$ cat config.mk
export PLATFORM = sky130hd
export DESIGN_NAME = decode_ctrl_pipe
export DESIGN_NICKNAME = d
export VERILOG_FILES = /design/src/rtl/ctrl_pkg.sv /design/src/rtl/decode_ctrl_pipe_stage.sv /design/src/rtl/decode_ctrl_pipe.sv
export SDC_FILE = /design/constraint.sdc
export NUM_CORES = 1
export LEC_CHECK = 0
export ABC_AREA = 1
export CAP_MARGIN = 20
export CORE_UTILIZATION = 30
export DETAILED_ROUTE_END_ITERATION = 7
export DONT_BUFFER_PORTS = 1
export HOLD_SLACK_MARGIN = 0.02
export PLACE_DENSITY = 0.48
export SYNTH_ARGS = -nofsm -noshare
export SYNTH_HDL_FRONTEND = slang
export SYNTH_SLANG_ARGS = --single-unit
$ cat constraint.sdc
create_clock -name clk -period 2.2 [get_ports clk]
set_clock_uncertainty 0.15 [all_clocks]
set_input_delay 0.33 -clock clk [delete_from_list [all_inputs] [get_ports clk]]
set_output_delay 0.33 -clock clk [all_outputs]
set_load 0.02 [all_outputs]
$ cat src/rtl/ctrl_pkg.sv
// Field layout of the decoder control word and helpers shared by the
// control pipeline and its benches.
package ctrl_pkg;

   localparam int AF_W   = 4;
   localparam int I_W    = 1;
   localparam int AMS_W  = 1;
   localparam int SHT_W  = 3;
   localparam int GPWE_W = 1;
   localparam int GPMS_W = 2;
   localparam int BF_W   = 4;
   localparam int PCMS_W = 2;
   localparam int MWE_W  = 1;

   localparam int FIXED_W = AF_W + I_W + AMS_W + SHT_W + GPWE_W + GPMS_W + BF_W + PCMS_W + MWE_W;

   localparam int DEFAULT_REG_W = 5;
   localparam logic [GPMS_W-1:0] GP_SEL_MEM = 2'b01;

   function automatic int ctrl_w(input int reg_w);
      return FIXED_W + 4 * reg_w;
   endfunction

   // Field LSB offsets, word packed MSB-first as af ... rd.
   localparam int RD_LSB = 0;
   function automatic int rt_lsb(input int reg_w);   return reg_w;          endfunction
   function automatic int rs_lsb(input int reg_w);   return 2 * reg_w;      endfunction
   function automatic int mwe_lsb(input int reg_w);  return 3 * reg_w;      endfunction
   function automatic int pcms_lsb(input int reg_w); return 3 * reg_w + 1;  endfunction
   function automatic int bf_lsb(input int reg_w);   return 3 * reg_w + 3;  endfunction
   function automatic int gpms_lsb(input int reg_w); return 3 * reg_w + 7;  endfunction
   function automatic int gpwe_lsb(input int reg_w); return 3 * reg_w + 9;  endfunction
   function automatic int cad_lsb(input int reg_w);  return 3 * reg_w + 10; endfunction
   function automatic int sht_lsb(input int reg_w);  return 4 * reg_w + 10; endfunction
   function automatic int ams_lsb(input int reg_w);  return 4 * reg_w + 13; endfunction
   function automatic int i_lsb(input int reg_w);    return 4 * reg_w + 14; endfunction
   function automatic int af_lsb(input int reg_w);   return 4 * reg_w + 15; endfunction

   typedef struct packed {
      logic [AF_W-1:0]          af;
      logic                     i;
      logic                     alu_mux_sel;
      logic [SHT_W-1:0]         shift_type;
      logic [DEFAULT_REG_W-1:0] cad;
      logic                     gp_we;
      logic [GPMS_W-1:0]        gp_mux_sel;
      logic [BF_W-1:0]          bf;
      logic [PCMS_W-1:0]        pc_mux_select;
      logic                     mem_wren;
      logic [DEFAULT_REG_W-1:0] rs;
      logic [DEFAULT_REG_W-1:0] rt;
      logic [DEFAULT_REG_W-1:0] rd;
   } ctrl_word_t;

endpackage

$ cat src/rtl/decode_ctrl_pipe_stage.sv
// One {valid, word} pipeline register; clear beats load, otherwise it holds.
// An invalid stage always stores an all-zero word.
module ctrl_stage #(
   parameter int W = 39
) (
   input  logic         clk,
   input  logic         rst_n,
   input  logic         clear_i,
   input  logic         load_i,
   input  logic         valid_i,
   input  logic [W-1:0] word_i,
   output logic         valid_o,
   output logic [W-1:0] word_o
);

   logic         valid_q, valid_d;
   logic [W-1:0] word_q, word_d;

   always_comb begin
      valid_d = valid_q;
      word_d  = word_q;
      if (clear_i) begin
         valid_d = 1'b0;
         word_d  = '0;
      end else if (load_i) begin
         valid_d = valid_i;
         word_d  = valid_i ? word_i : '0;
      end
   end

   always_ff @(posedge clk or negedge rst_n) begin
      if (!rst_n) begin
         valid_q <= 1'b0;
         word_q  <= '0;
      end else begin
         valid_q <= valid_d;
         word_q  <= word_d;
      end
   end

   assign valid_o = valid_q;
   assign word_o  = word_q;

endmodule

$ cat src/rtl/decode_ctrl_pipe.sv
// Packs decoder control fields into one word and carries it down a
// NUM_STAGES-deep pipe with stall, flush and load-use bubble insertion.
module decode_ctrl_pipe
   import ctrl_pkg::*;
#(
   parameter int NUM_STAGES = 3,
   parameter int REG_W      = 5,
   parameter int CNT_W      = 16,
   localparam int CTRL_W    = ctrl_w(REG_W)
) (
   input  logic                  clk,
   input  logic                  rst_n,
   input  logic                  in_valid,
   output logic                  in_ready,
   input  logic [3:0]            af,
   input  logic                  i,
   input  logic                  alu_mux_sel,
   input  logic [2:0]            shift_type,
   input  logic [REG_W-1:0]      cad,
   input  logic                  gp_we,
   input  logic [1:0]            gp_mux_sel,
   input  logic [3:0]            bf,
   input  logic [1:0]            pc_mux_select,
   input  logic                  mem_wren,
   input  logic [REG_W-1:0]      rs,
   input  logic [REG_W-1:0]      rt,
   input  logic [REG_W-1:0]      rd,
   input  logic                  stall,
   input  logic                  flush,
   output logic                  out_valid,
   output logic [CTRL_W-1:0]     out_word,
   output logic [NUM_STAGES-1:0] stage_valid,
   output logic                  hazard,
   output logic [CNT_W-1:0]      hazard_count
);

   localparam int CAD_LSB  = cad_lsb(REG_W);
   localparam int GPWE_LSB = gpwe_lsb(REG_W);
   localparam int GPMS_LSB = gpms_lsb(REG_W);

   logic [CTRL_W-1:0]                    in_word;
   logic [NUM_STAGES-1:0]                st_valid;
   logic [NUM_STAGES-1:0][CTRL_W-1:0]    st_word;
   logic [REG_W-1:0]                     s0_cad;
   logic                                 s0_gp_we;
   logic [1:0]                           s0_gp_sel;
   logic                                 take_input;
   logic [CNT_W-1:0]                     hcnt_q, hcnt_d;

   assign in_word = {af, i, alu_mux_sel, shift_type, cad, gp_we, gp_mux_sel,
                     bf, pc_mux_select, mem_wren, rs, rt, rd};

   assign s0_cad    = st_word[0][CAD_LSB +: REG_W];
   assign s0_gp_we  = st_word[0][GPWE_LSB];
   assign s0_gp_sel = st_word[0][GPMS_LSB +: 2];

   // Load-use: stage 0 is a load whose destination the incoming op reads.
   assign hazard = in_valid & st_valid[0] & s0_gp_we & (s0_gp_sel == GP_SEL_MEM) &
                   (s0_cad != '0) & ((s0_cad == rs) | (s0_cad == rt));

   assign in_ready   = ~stall & ~flush & ~hazard;
   assign take_input = in_valid & ~hazard;

   for (genvar gi = 0; gi < NUM_STAGES; gi++) begin : g_stage
      logic              valid_in;
      logic [CTRL_W-1:0] word_in;

      if (gi == 0) begin : g_head
         assign valid_in = take_input;
         assign word_in  = take_input ? in_word : '0;
      end else begin : g_body
         assign valid_in = st_valid[gi-1];
         assign word_in  = st_word[gi-1];
      end

      ctrl_stage #(
         .W(CTRL_W)
      ) u_stage (
         .clk     (clk),
         .rst_n   (rst_n),
         .clear_i (flush),
         .load_i  (~stall),
         .valid_i (valid_in),
         .word_i  (word_in),
         .valid_o (st_valid[gi]),
         .word_o  (st_word[gi])
      );
   end

   always_comb begin
      hcnt_d = hcnt_q;
      if (!flush && !stall && hazard && !(&hcnt_q)) begin
         hcnt_d = hcnt_q + CNT_W'(1);
      end
   end

   always_ff @(posedge clk or negedge rst_n) begin
      if (!rst_n) begin
         hcnt_q <= '0;
      end else begin
         hcnt_q <= hcnt_d;
      end
   end

   assign out_valid    = st_valid[NUM_STAGES-1];
   assign out_word     = st_word[NUM_STAGES-1];
   assign stage_valid  = st_valid;
   assign hazard_count = hcnt_q;

endmodule
### Yosys cells after proc, flatten, opt, wreduce, memory -nomap -nowiden

Cells that the tools add are included.

* output and inout port bits: 61
* flip-flop bits (word level): 136
* logic and storage cells: 47

* reduce and logical (&&, ||, !) cells: 8
* equality and inequality tests: 4
* mux-type cells: 15
* add/subtract/negate cells: 1
* bitwise logic cells: 12

Operators with widths (number)
* two-way mux 39 bit: 9
* adder 16 x 1 -> 16 bit (second input constant): 1
* AND reduction 16 bit: 1
* == test 5 bit: 2
* bitwise AND 1 bit: 8
* two-way mux 1 bit: 6
* nonzero test 5 bit: 1
* logical AND 1 bit: 3
* zero test 1 bit: 3
* NOT 1 bit: 3
* == test 2 x 1 -> 1 bit (second input constant): 1
* != test 2 x 1 -> 1 bit (second input constant): 1
* bitwise OR 1 bit: 1

### Longest topological paths before layout

Gate-level depths: netlist (run 1).

* depth after elaboration: 10
* mapped depth: 11

### Modules after synthesis

Synthesis (run 1) repeated with hierarchy kept, for this count alone.

* cells, all modules: 810
* area total of the unflattened synthesis: 6640.1 um^2

By module, submodules not included
* ctrl_stage: cells each 179, area an instance 1699.1 um^2, times used 3
* decode_ctrl_pipe: cells each 273, area an instance 1542.7 um^2, times used 1

### Worst setup path before layout (run 1)

Ideal clock, no wire load.

* kind: flip-flop to output port
* start point: reg g_stage[0].u_stage.word_q[25]
* end point: out in_ready
* path buffers: 0
* required time: 1720 ps
* slack: 372 ps
* data arrival time: 1348 ps
* cell stages (with the launch flop): 8
* path through: dfrtp_1 inv_2 nand4_1 o21ai_0 inv_2 nand2_2 inv_1 nor2_1

* longest elaborated chain between the ends: 5
* elaborated cells between the ends (all ways): 8
* classes of those cells: eq/ne (2); bitwise (5); reduce/logical (1)

RTL lines
* start: declaration: line decode_ctrl_pipe_stage.sv:17 `logic [W-1:0] word_q, word_d;`
* start signal: assignment: line decode_ctrl_pipe_stage.sv:37 `word_q <= word_d;`
* == test 5 bit / nonzero test 5 bit (equally long branches): line decode_ctrl_pipe.sv:59 `(s0_cad != '0) & ((s0_cad == rs) | (s0_cad == rt));`
* bitwise OR 1 bit / bitwise AND 1 bit (equally long branches): line decode_ctrl_pipe.sv:59, decode_ctrl_pipe.sv:58
* bitwise AND 1 bit (*): line decode_ctrl_pipe.sv:59
* net hazard: line decode_ctrl_pipe.sv:33 `output logic hazard,`
* NOT 1 bit (*): line decode_ctrl_pipe.sv:61 `assign in_ready = ~stall & ~flush & ~hazard;`
* bitwise AND 1 bit (*): line decode_ctrl_pipe.sv:61
* end: declaration: line decode_ctrl_pipe.sv:14 `output logic in_ready,`

Mark *: on every way through the listed nets, which the timed path passes. The rest lies on a longest branch.

### Final worst setup path (run 1)

* start point: reg g_stage[0].u_stage.word_q[29]
* end point: out in_ready

* longest elaborated chain between the ends: 5
* elaborated cells between the ends (all ways): 8
* classes of those cells: eq/ne (2); bitwise (5); reduce/logical (1)

RTL lines (line)
* == test 5 bit / nonzero test 5 bit (equally long branches): decode_ctrl_pipe.sv:59
* bitwise OR 1 bit / bitwise AND 1 bit (equally long branches): decode_ctrl_pipe.sv:59, decode_ctrl_pipe.sv:58
* bitwise AND 1 bit (*): decode_ctrl_pipe.sv:59
* NOT 1 bit (*): decode_ctrl_pipe.sv:61
* bitwise AND 1 bit (*): decode_ctrl_pipe.sv:61

Mark *: on every way between the ends. The rest lies on a longest branch, timed or not.

==> results of run 1 <==
==> per-layer routing <==
layer	GRT usage [%]	vias up	wire length [um]
met5	0	-	0
met4	4.86	0	148
met3	5.06	14	863
met2	25.8	108	7210
met1	21.6	2266	7170
li1	-	2212	-
==> stage by stage <==
step / hold slack, ns / std cells / setup TNS, ns
after floorplan: -0.116 / 658 / 0
after global placement: -0.112 / 893 / 0
after detailed placement: -0.112 / 893 / 0
after CTS: -0.569 / 973 / 0
after global routing: -0.576 / 975 / -0.0899
final: -0.547 / 975 / 0
==> how the worst max path moves through the flow <==
stage / from / to / slack [ns] / cells past startpoint
floorplan: g_stage[0].u_stage.word_o[25]$_DFFE_PN0P_ / in_ready / 0.37 / 7
global placement: g_stage[0].u_stage.word_o[26]$_DFFE_PN0P_ / in_ready / 0.35 / 8
detailed placement: g_stage[0].u_stage.word_o[26]$_DFFE_PN0P_ / g_stage[0].u_stage.word_o[22]$_DFFE_PN0P_ / 0.32 / 8
CTS: g_stage[0].u_stage.word_o[28]$_DFFE_PN0P_ / in_ready / 0.01 / 8
global route: g_stage[0].u_stage.word_o[26]$_DFFE_PN0P_ / in_ready / -0.07 / 8
finish: g_stage[0].u_stage.word_o[29]$_DFFE_PN0P_ / in_ready / 0.08 / 7
==> cells by family after synthesis <==
family                   count (synthesis)
AND/OR/NAND/NOR                        318
flip-flops                             136
buffers and inverters                  108
AO/OA/AOI/OAI                           79
XOR/XNOR                                16
adder cells (fa/ha/maj)                  1
==> power by group <==
part,leakage (nW),internal [W],switching [W]
Clock,0.293,0.00180,0.00107
Combinational,1.23,0.000104,0.000151
Sequential,1.88,0.00254,0.0000221
Total,3.41,0.00444,0.00124
==> flip-flops by register name, indices dropped and copies added (netlist names) <==
signal and count:
g_stage.u_stage.word_o 117, hazard_count 16, g_stage.u_stage.valid_o 3
==> cell usage after synthesis, drive strengths merged (2+ instances only) <==
cell type	number
clkbuf	19
dfrtp	136
xor2	8
o22ai	6
inv	66
o21ai	73
xnor2	8
nand4	45
buf	23
nand3	42
nor3	3
nand3b	2
nor2	18
nand2	207
==> cell type report <==
type | count | area share (%)
tap | 260 | 4.52
multi-input combinational | 414 | 27.7
clock buffer | 19 | 6.16
inverter | 66 | 3.44
sequential | 136 | 47.3
clock inverter | 12 | 2.12
timing repair buffer | 68 | 8.75
==> what timing repair did <==
item | CTS | global route
setup endpoints to repair | 2 | 2
pin swaps | 4 | 8
buffers inserted | 7 | 2
gates resized for setup | 1 | 9
endpoints found under the hold margin | 177 | 136
==> results.cfg, run 1 <==
[final_layout]
area_delta_synth_final_pct = 23.7
final_layout_size_suffix_gt1_share_pct = 11.0
final_net_count = 748
final_cell_mix = nand2_1, dfrtp_1, o21ai_0
fill_cells = 1893
design_area_mm2 = 0.00720
final_common_cell = nand2_1
fin_util_pct = 38.2
seqCellArea_mm2 = 0.00341
diodes = 0
multi_input_comb_area_mm2 = 0.00199

[global_routing]
grt_max_degree = 137
first_global_vias = 4680
gr-usage-all-layers_pct = 16.4
overflow = 0
antenna_found_initial = 0
grt_pass1_wl_mm = 25.0

[detailed_routing]
drt_iter0_drc = 205
wl_per_cell_um = 15.8
viasPerCell = 4.72
routed_wl_mm = 15.4
dr.pass1.iters = 4
vias = 4600
route.detailed.drc = 0
ant_nets = 0

[worst_setup_path]
cp_data_arrival_time_ns = 1.64
slowest_delay_ns = 0.48
crit_path_max_fanout = 5
rr_worst_depth = 8
critPathLaunchType = flip-flop
cp_num_buf_inv = 2
crit_top_cell = nand2_2
cp_data_required_time_ns = 1.72
reg2reg_to = hazard_count[5]$_DFFE_PN0P_
end_kind = output pin
path_class = reg -> out
slowest_stage = dfrtp_1
ff2ff_setup_slack_ns = 0.36
r2r-start = g_stage[0].u_stage.word_o[29]$_DFFE_PN0P_
crit_chain = xnor2_1 > nand3_1 > nand2_2 > nand2_2 > inv_2 > nor2_2 > buf_6
critPathTopFamily = flip-flops

[timing]
period_minus_slack_ns = 2.12
period_share_pct = 96.4
hold_ws_ns = -0.547
slew_violations = 0
hold_viol_final = 136
tightestPinTransition_ns = 0.535
setup_viol = 0
timing.final.ws_setup_ns = 0.0784
relSlewSlack_pct = 64.3
rsz0062_at_grt = yes
fmax_mhz = 471

[clock_tree]
cts_buffer_depth = 2
postCtsHoldBufs = 42
cts_sinks = 136
cts_tree = built
cts-root-buf = clkbuf_16
cts_buffers = 17
cts.clk_slew.worst_paths_ns = 0.06
htree_levels = 4
clk_latency_ns = 0.41

[yosys]
async_flop_share_pct = 100
syn_area_mm2 = 0.00582
synth_top_family_by_area = simple AND/OR/NAND/NOR gates
synthesis.nets = 703
synthAdderAreaFrac_pct = 0.215
synth_area_leaders = dfrtp_1, nand2_1, o21ai_0
synth.distinct_cells = 27
yosysSeqAreaShare_pct = 58.5
ys.flop_type = dfrtp_1
muxShareOfSynthArea_pct = 0
ys_warn_count = 0
ys_ff_latch = 136
synth_compound_area_share_pct = 6.93
synth_edf_count = 0
synth-simple-area-share_pct = 24.2
synthXorXnorAreaFrac_pct = 2.41
syn-mean-instance-area_um2 = 8.84
synthDominantCellAreaShare_pct = 58.5
syn_inst = 658
synth_top_area_cell = dfrtp_1

[power_and_ir_drop]
peakVddDrop_uv = 531
cellLeakagePower_nw = 3.41
pwr_density_cell_mw_per_mm2 = 790
total_power_w = 0.00568

[die]
num_rows = 50
start_util_pct = 30.9
chipHeight_um = 141
die_w_um = 141
boundaryPins = 105
core-area_mm2 = 0.0188
fp.dieArea_mm2 = 0.0200

[outcome]
violations = negative hold slack
status = complete, but fails checks

[place]
placed_area_mm2 = 0.00608
dp_hpwl_mm = 9.57
io_buffers = 0
dpl_worst_slack_ns = 0.318
gp_congestion = 0.806

[min_path]
hold_path_class = in -> async

[run]
max-cap-violations = 0
No activity file was read; power rests on OpenSTA's default activity.
==> inputs of run 2 (changes only) <==
- CELL_PAD_IN_SITES_DETAIL_PLACEMENT: unset -> 1
- CELL_PAD_IN_SITES_GLOBAL_PLACEMENT: unset -> 1
- PLACE_DENSITY: 0.48 -> 0.58
==> results.cfg, run 2 (same netlist as run 1, synthesis figures left out) <==
[timing]
hold_viol_final = 136
slew_violations = 0
hold_ws_ns = -0.542
period_share_pct = 97.1
timing.final.ws_setup_ns = 0.0647
tightestPinTransition_ns = 0.499
period_minus_slack_ns = 2.14
relSlewSlack_pct = 66.7
fmax_mhz = 468
rsz0062_at_grt = yes
setup_viol = 0

[clock_tree]
cts-root-buf = clkbuf_16
clk_latency_ns = 0.42
cts_sinks = 136
cts_tree = built
cts_buffer_depth = 2
postCtsHoldBufs = 42
cts_buffers = 17
htree_levels = 4
cts.clk_slew.worst_paths_ns = 0.06

[detailed_routing]
wl_per_cell_um = 16.8
vias = 4624
viasPerCell = 4.76
route.detailed.drc = 0
routed_wl_mm = 16.4
dr.pass1.iters = 4
drt_iter0_drc = 167
ant_nets = 0

[power_and_ir_drop]
total_power_w = 0.00553
pwr_density_cell_mw_per_mm2 = 775
cellLeakagePower_nw = 3.39
peakVddDrop_uv = 507

[outcome]
violations = negative hold slack
status = complete, but fails checks

[worst_setup_path]
slowest_stage = dfrtp_1
critPathLaunchType = flip-flop
crit_path_max_fanout = 4
crit_chain = inv_2 > nand4_1 > o21ai_1 > inv_2 > nand2_4 > inv_2 > nor2_1 > buf_4
cp_data_required_time_ns = 1.72
slowest_delay_ns = 0.43
crit_top_cell = inv_2
cp_data_arrival_time_ns = 1.66
rr_worst_depth = 9
path_class = reg -> out
ff2ff_setup_slack_ns = 0.11
end_kind = output pin

[run]
max-cap-violations = 0

[final_layout]
final_layout_size_suffix_gt1_share_pct = 10.1
fill_cells = 2212
final_common_cell = nand2_1
final_cell_mix = nand2_1, dfrtp_1, o21ai_0
seqCellArea_mm2 = 0.00341
diodes = 0
multi_input_comb_area_mm2 = 0.00198
area_delta_synth_final_pct = 22.6
largest_reg_flops = 117
final_net_count = 744
design_area_mm2 = 0.00713

[global_routing]
overflow = 0
grt_pass1_wl_mm = 27.0
first_global_vias = 5009
grt_max_degree = 137
antenna_found_initial = 0
gr-usage-all-layers_pct = 17.8

[die]
chipHeight_um = 141
start_util_pct = 30.9
die_w_um = 141
core-area_mm2 = 0.0188
num_rows = 50
fp.dieArea_mm2 = 0.0200
boundaryPins = 105

[place]
placed_area_mm2 = 0.00608
dpl_worst_slack_ns = 0.297
io_buffers = 0
gp_congestion = 0.766
dp_hpwl_mm = 10.1

[min_path]
hold_path_class = in -> async
==> run 2: stage by stage <==
stage | hold slack [ns] | setup TNS [ns] | cells | util [%]
after floorplan | -0.116 | 0 | 658 | -
after global placement | -0.111 | 0 | 892 | 32.3
after detailed placement | -0.112 | 0 | 892 | 32.3
after CTS | -0.566 | 0 | 969 | 37.7
after global routing | -0.576 | -0.0623 | 972 | 37.9
final | -0.542 | 0 | 972 | 37.9
==> run 2: metal layers <==
layer	vias to the layer above	GRT usage (%)	part of all wire, %
met5	-	0	0
met4	0	4.63	0.81
met3	10	5.94	6.0
met2	90	28.0	47
met1	2315	23.3	46
li1	2209	-	-
==> run 2: final cells by class <==
class	count	area share [%]
Clock buffer	19	6.21
Clock inverter	13	1.70
Inverter	66	3.47
Multi-Input combinational cell	414	27.7
Sequential cell	136	47.8
Tap cell	260	4.56
Timing Repair Buffer	64	8.53
==> run 2: repair_timing <==
action | in CTS | in global routing
gates resized for setup | 2 | 4
setup endpoints to repair | 2 | 4
buffers inserted | 3 | 3
pin swaps | 3 | 4
endpoints found under the hold margin | 176 | 136
==> run 2: final timing paths <==
kind	from	to
setup / recovery	g_stage[0].u_stage.word_o[28]$_DFFE_PN0P_	in_ready
hold / removal	rst_n	g_stage[2].u_stage.word_o[15]$_DFFE_PN0P_
setup reg to reg	g_stage[0].u_stage.word_o[28]$_DFFE_PN0P_	g_stage[0].u_stage.word_o[29]$_DFFE_PN0P_
hold reg to reg	g_stage[0].u_stage.word_o[1]$_DFFE_PN0P_	g_stage[0].u_stage.word_o[1]$_DFFE_PN0P_
max in group asynchronous	rst_n	g_stage[0].u_stage.word_o[26]$_DFFE_PN0P_
min in group clk	stall	g_stage[1].u_stage.word_o[31]$_DFFE_PN0P_
==> run 2: power breakdown <==
part	total, W	internal (W)	switching (W)	leakage [nW]
sequential	0.00256	0.00253	0.0000229	1.88
combinational	0.000251	0.000102	0.000149	1.23
clock	0.00272	0.00159	0.00113	0.274
total	0.00553	0.00423	0.00130	3.39
==> run 2: worst max-delay path, delay by kind of cell (launching register included) <==
kind / cells / cell delay [ns]
flip-flops: 1 / 0.43
buffers and inverters: 4 / 0.38
AO/OA/AOI/OAI: 1 / 0.17
AND/OR/NAND/NOR: 3 / 0.26
==> inputs of run 3 (changes only) <==
- clock period: 2.2 -> 2.16 ns (I/O delays scaled with it)
==> results.cfg, run 3 (same netlist as run 1, synthesis figures left out) <==
[final_layout]
area_delta_synth_final_pct = 22.9
final_net_count = 747
final_cell_mix = nand2_1, dfrtp_1, o21ai_0
largest_reg_flops = 117
fill_cells = 2199
final_layout_size_suffix_gt1_share_pct = 10.2
multi_input_comb_area_mm2 = 0.00198
seqCellArea_mm2 = 0.00341
diodes = 0
final_common_cell = nand2_1

[worst_setup_path]
path_class = reg -> out
reg2reg_to = g_stage[0].u_stage.word_o[27]$_DFFE_PN0P_
end_kind = output pin
rr_worst_depth = 10
ff2ff_setup_slack_ns = 0.22
cp_data_arrival_time_ns = 1.67
slowest_stage = dfrtp_1
cp_num_buf_inv = 4
cp_data_required_time_ns = 1.69
critPathTopFamily = flip-flops
slowest_delay_ns = 0.42
r2r-start = g_stage[0].u_stage.word_o[27]$_DFFE_PN0P_
cp_num_cells = 8
critPathLaunchType = flip-flop
crit_top_cell = inv_2
crit_chain = inv_2 > nand4_1 > o21ai_2 > inv_2 > nand2_4 > inv_2 > nor2_1 > buf_4
crit_path_max_fanout = 4

[global_routing]
first_global_vias = 5057
gr-usage-all-layers_pct = 18.4
grt_pass1_wl_mm = 27.8
grt_max_degree = 137
antenna_found_initial = 0
overflow = 0

[place]
gp_congestion = 0.800
dp_hpwl_mm = 10.3
io_buffers = 0

[detailed_routing]
wl_per_cell_um = 17.1
route.detailed.drc = 0
dr.pass1.iters = 4
ant_nets = 0
drt_iter0_drc = 186
viasPerCell = 4.75
vias = 4633
routed_wl_mm = 16.7

[timing]
hold_ws_ns = -0.553
period_minus_slack_ns = 2.14
relSlewSlack_pct = 66.5
fmax_mhz = 467
rsz0062_at_grt = yes
hold_viol_final = 136
setup_viol = 0
tightestPinTransition_ns = 0.502
period_share_pct = 99.1
slew_violations = 0

[clock_tree]
postCtsHoldBufs = 44
cts.clk_slew.worst_paths_ns = 0.06
cts_buffer_depth = 2
cts_buffers = 17
cts_tree = built
cts-root-buf = clkbuf_16
cts_sinks = 136
htree_levels = 4
clk_latency_ns = 0.42

[outcome]
violations = negative hold slack
status = complete, but fails checks

[power_and_ir_drop]
cellLeakagePower_nw = 3.39
pwr_density_cell_mw_per_mm2 = 780
peakVddDrop_uv = 507
total_power_w = 0.00558

[die]
fp.dieArea_mm2 = 0.0200
core-area_mm2 = 0.0188
boundaryPins = 105
die_w_um = 141
chipHeight_um = 141
start_util_pct = 30.9
num_rows = 50

[run]
max-cap-violations = 0

[min_path]
hold_path_class = in -> async
[run 3: cell types whose count changed in the layout (fill, tap and decap cells not counted), sizes merged]
cell	change
dlygate4sd3	+2
clkinv	-3
clkinvlp	+2
clkbuf	-1
bufinv	-1
inv	+3
buf	+1
[run 3: layout make-up]
type,count,area share [%]
clock inverters,14,1.61
repair buffers,67,8.89
well taps,260,4.55
multi-input cells,414,27.7
clock buffers,18,6.14
inverters,66,3.46
flip-flops and latches,136,47.6
[run 3: worst max-delay path by stage]
stage / startpoint / endpoint / slack [ns]
finish: g_stage[0].u_stage.word_o[27]$_DFFE_PN0P_ / in_ready / 0.02
CTS: g_stage[0].u_stage.word_o[27]$_DFFE_PN0P_ / in_ready / -0.001
global placement: g_stage[0].u_stage.word_o[25]$_DFFE_PN0P_ / in_ready / 0.26
detailed placement: g_stage[0].u_stage.word_o[27]$_DFFE_PN0P_ / in_ready / 0.19
global route: g_stage[0].u_stage.word_o[27]$_DFFE_PN0P_ / in_ready / -0.12
floorplan: g_stage[0].u_stage.word_o[25]$_DFFE_PN0P_ / in_ready / 0.34
[run 3: where the power goes]
part           leakage (nW)  total [W]  internal (W)  switching [W]
combinational          1.25   0.000258      0.000105       0.000154
sequential             1.88    0.00260       0.00258      0.0000229
clock                 0.264    0.00272       0.00152        0.00119
total                  3.39    0.00558       0.00421        0.00137
[run 3: layer usage]
layer | GRT usage [%] | routed length, um | vias to the layer above
met2 | 29.0 | 7930 | 92
met5 | 0 | 0 | -
met3 | 5.91 | 924 | 17
li1 | - | - | 2217
met4 | 5.32 | 177 | 0
met1 | 24.0 | 7660 | 2307
[run 3: stage by stage]
step | util, % | setup WS, ns | std cells | instance area [um^2] | setup TNS (ns)
floorplan | - | 0.338 | 658 | 5820 | 0
global placement | 32.4 | 0.256 | 894 | 6100 | 0
detailed placement | 32.4 | 0.195 | 894 | 6100 | 0
CTS | 37.9 | -0.00142 | 974 | 7140 | -0.00142
global route | 38.0 | -0.115 | 975 | 7150 | -0.192
finish | 38.0 | 0.0187 | 975 | 7150 | 0
[run 3: repair_timing]
item,4_1_cts,5_1_grt
resized for setup,5,0
endpoints found under the setup margin,2,6
buffers inserted,4,1
endpoints found under the hold margin,178,136
pin swaps,4,4
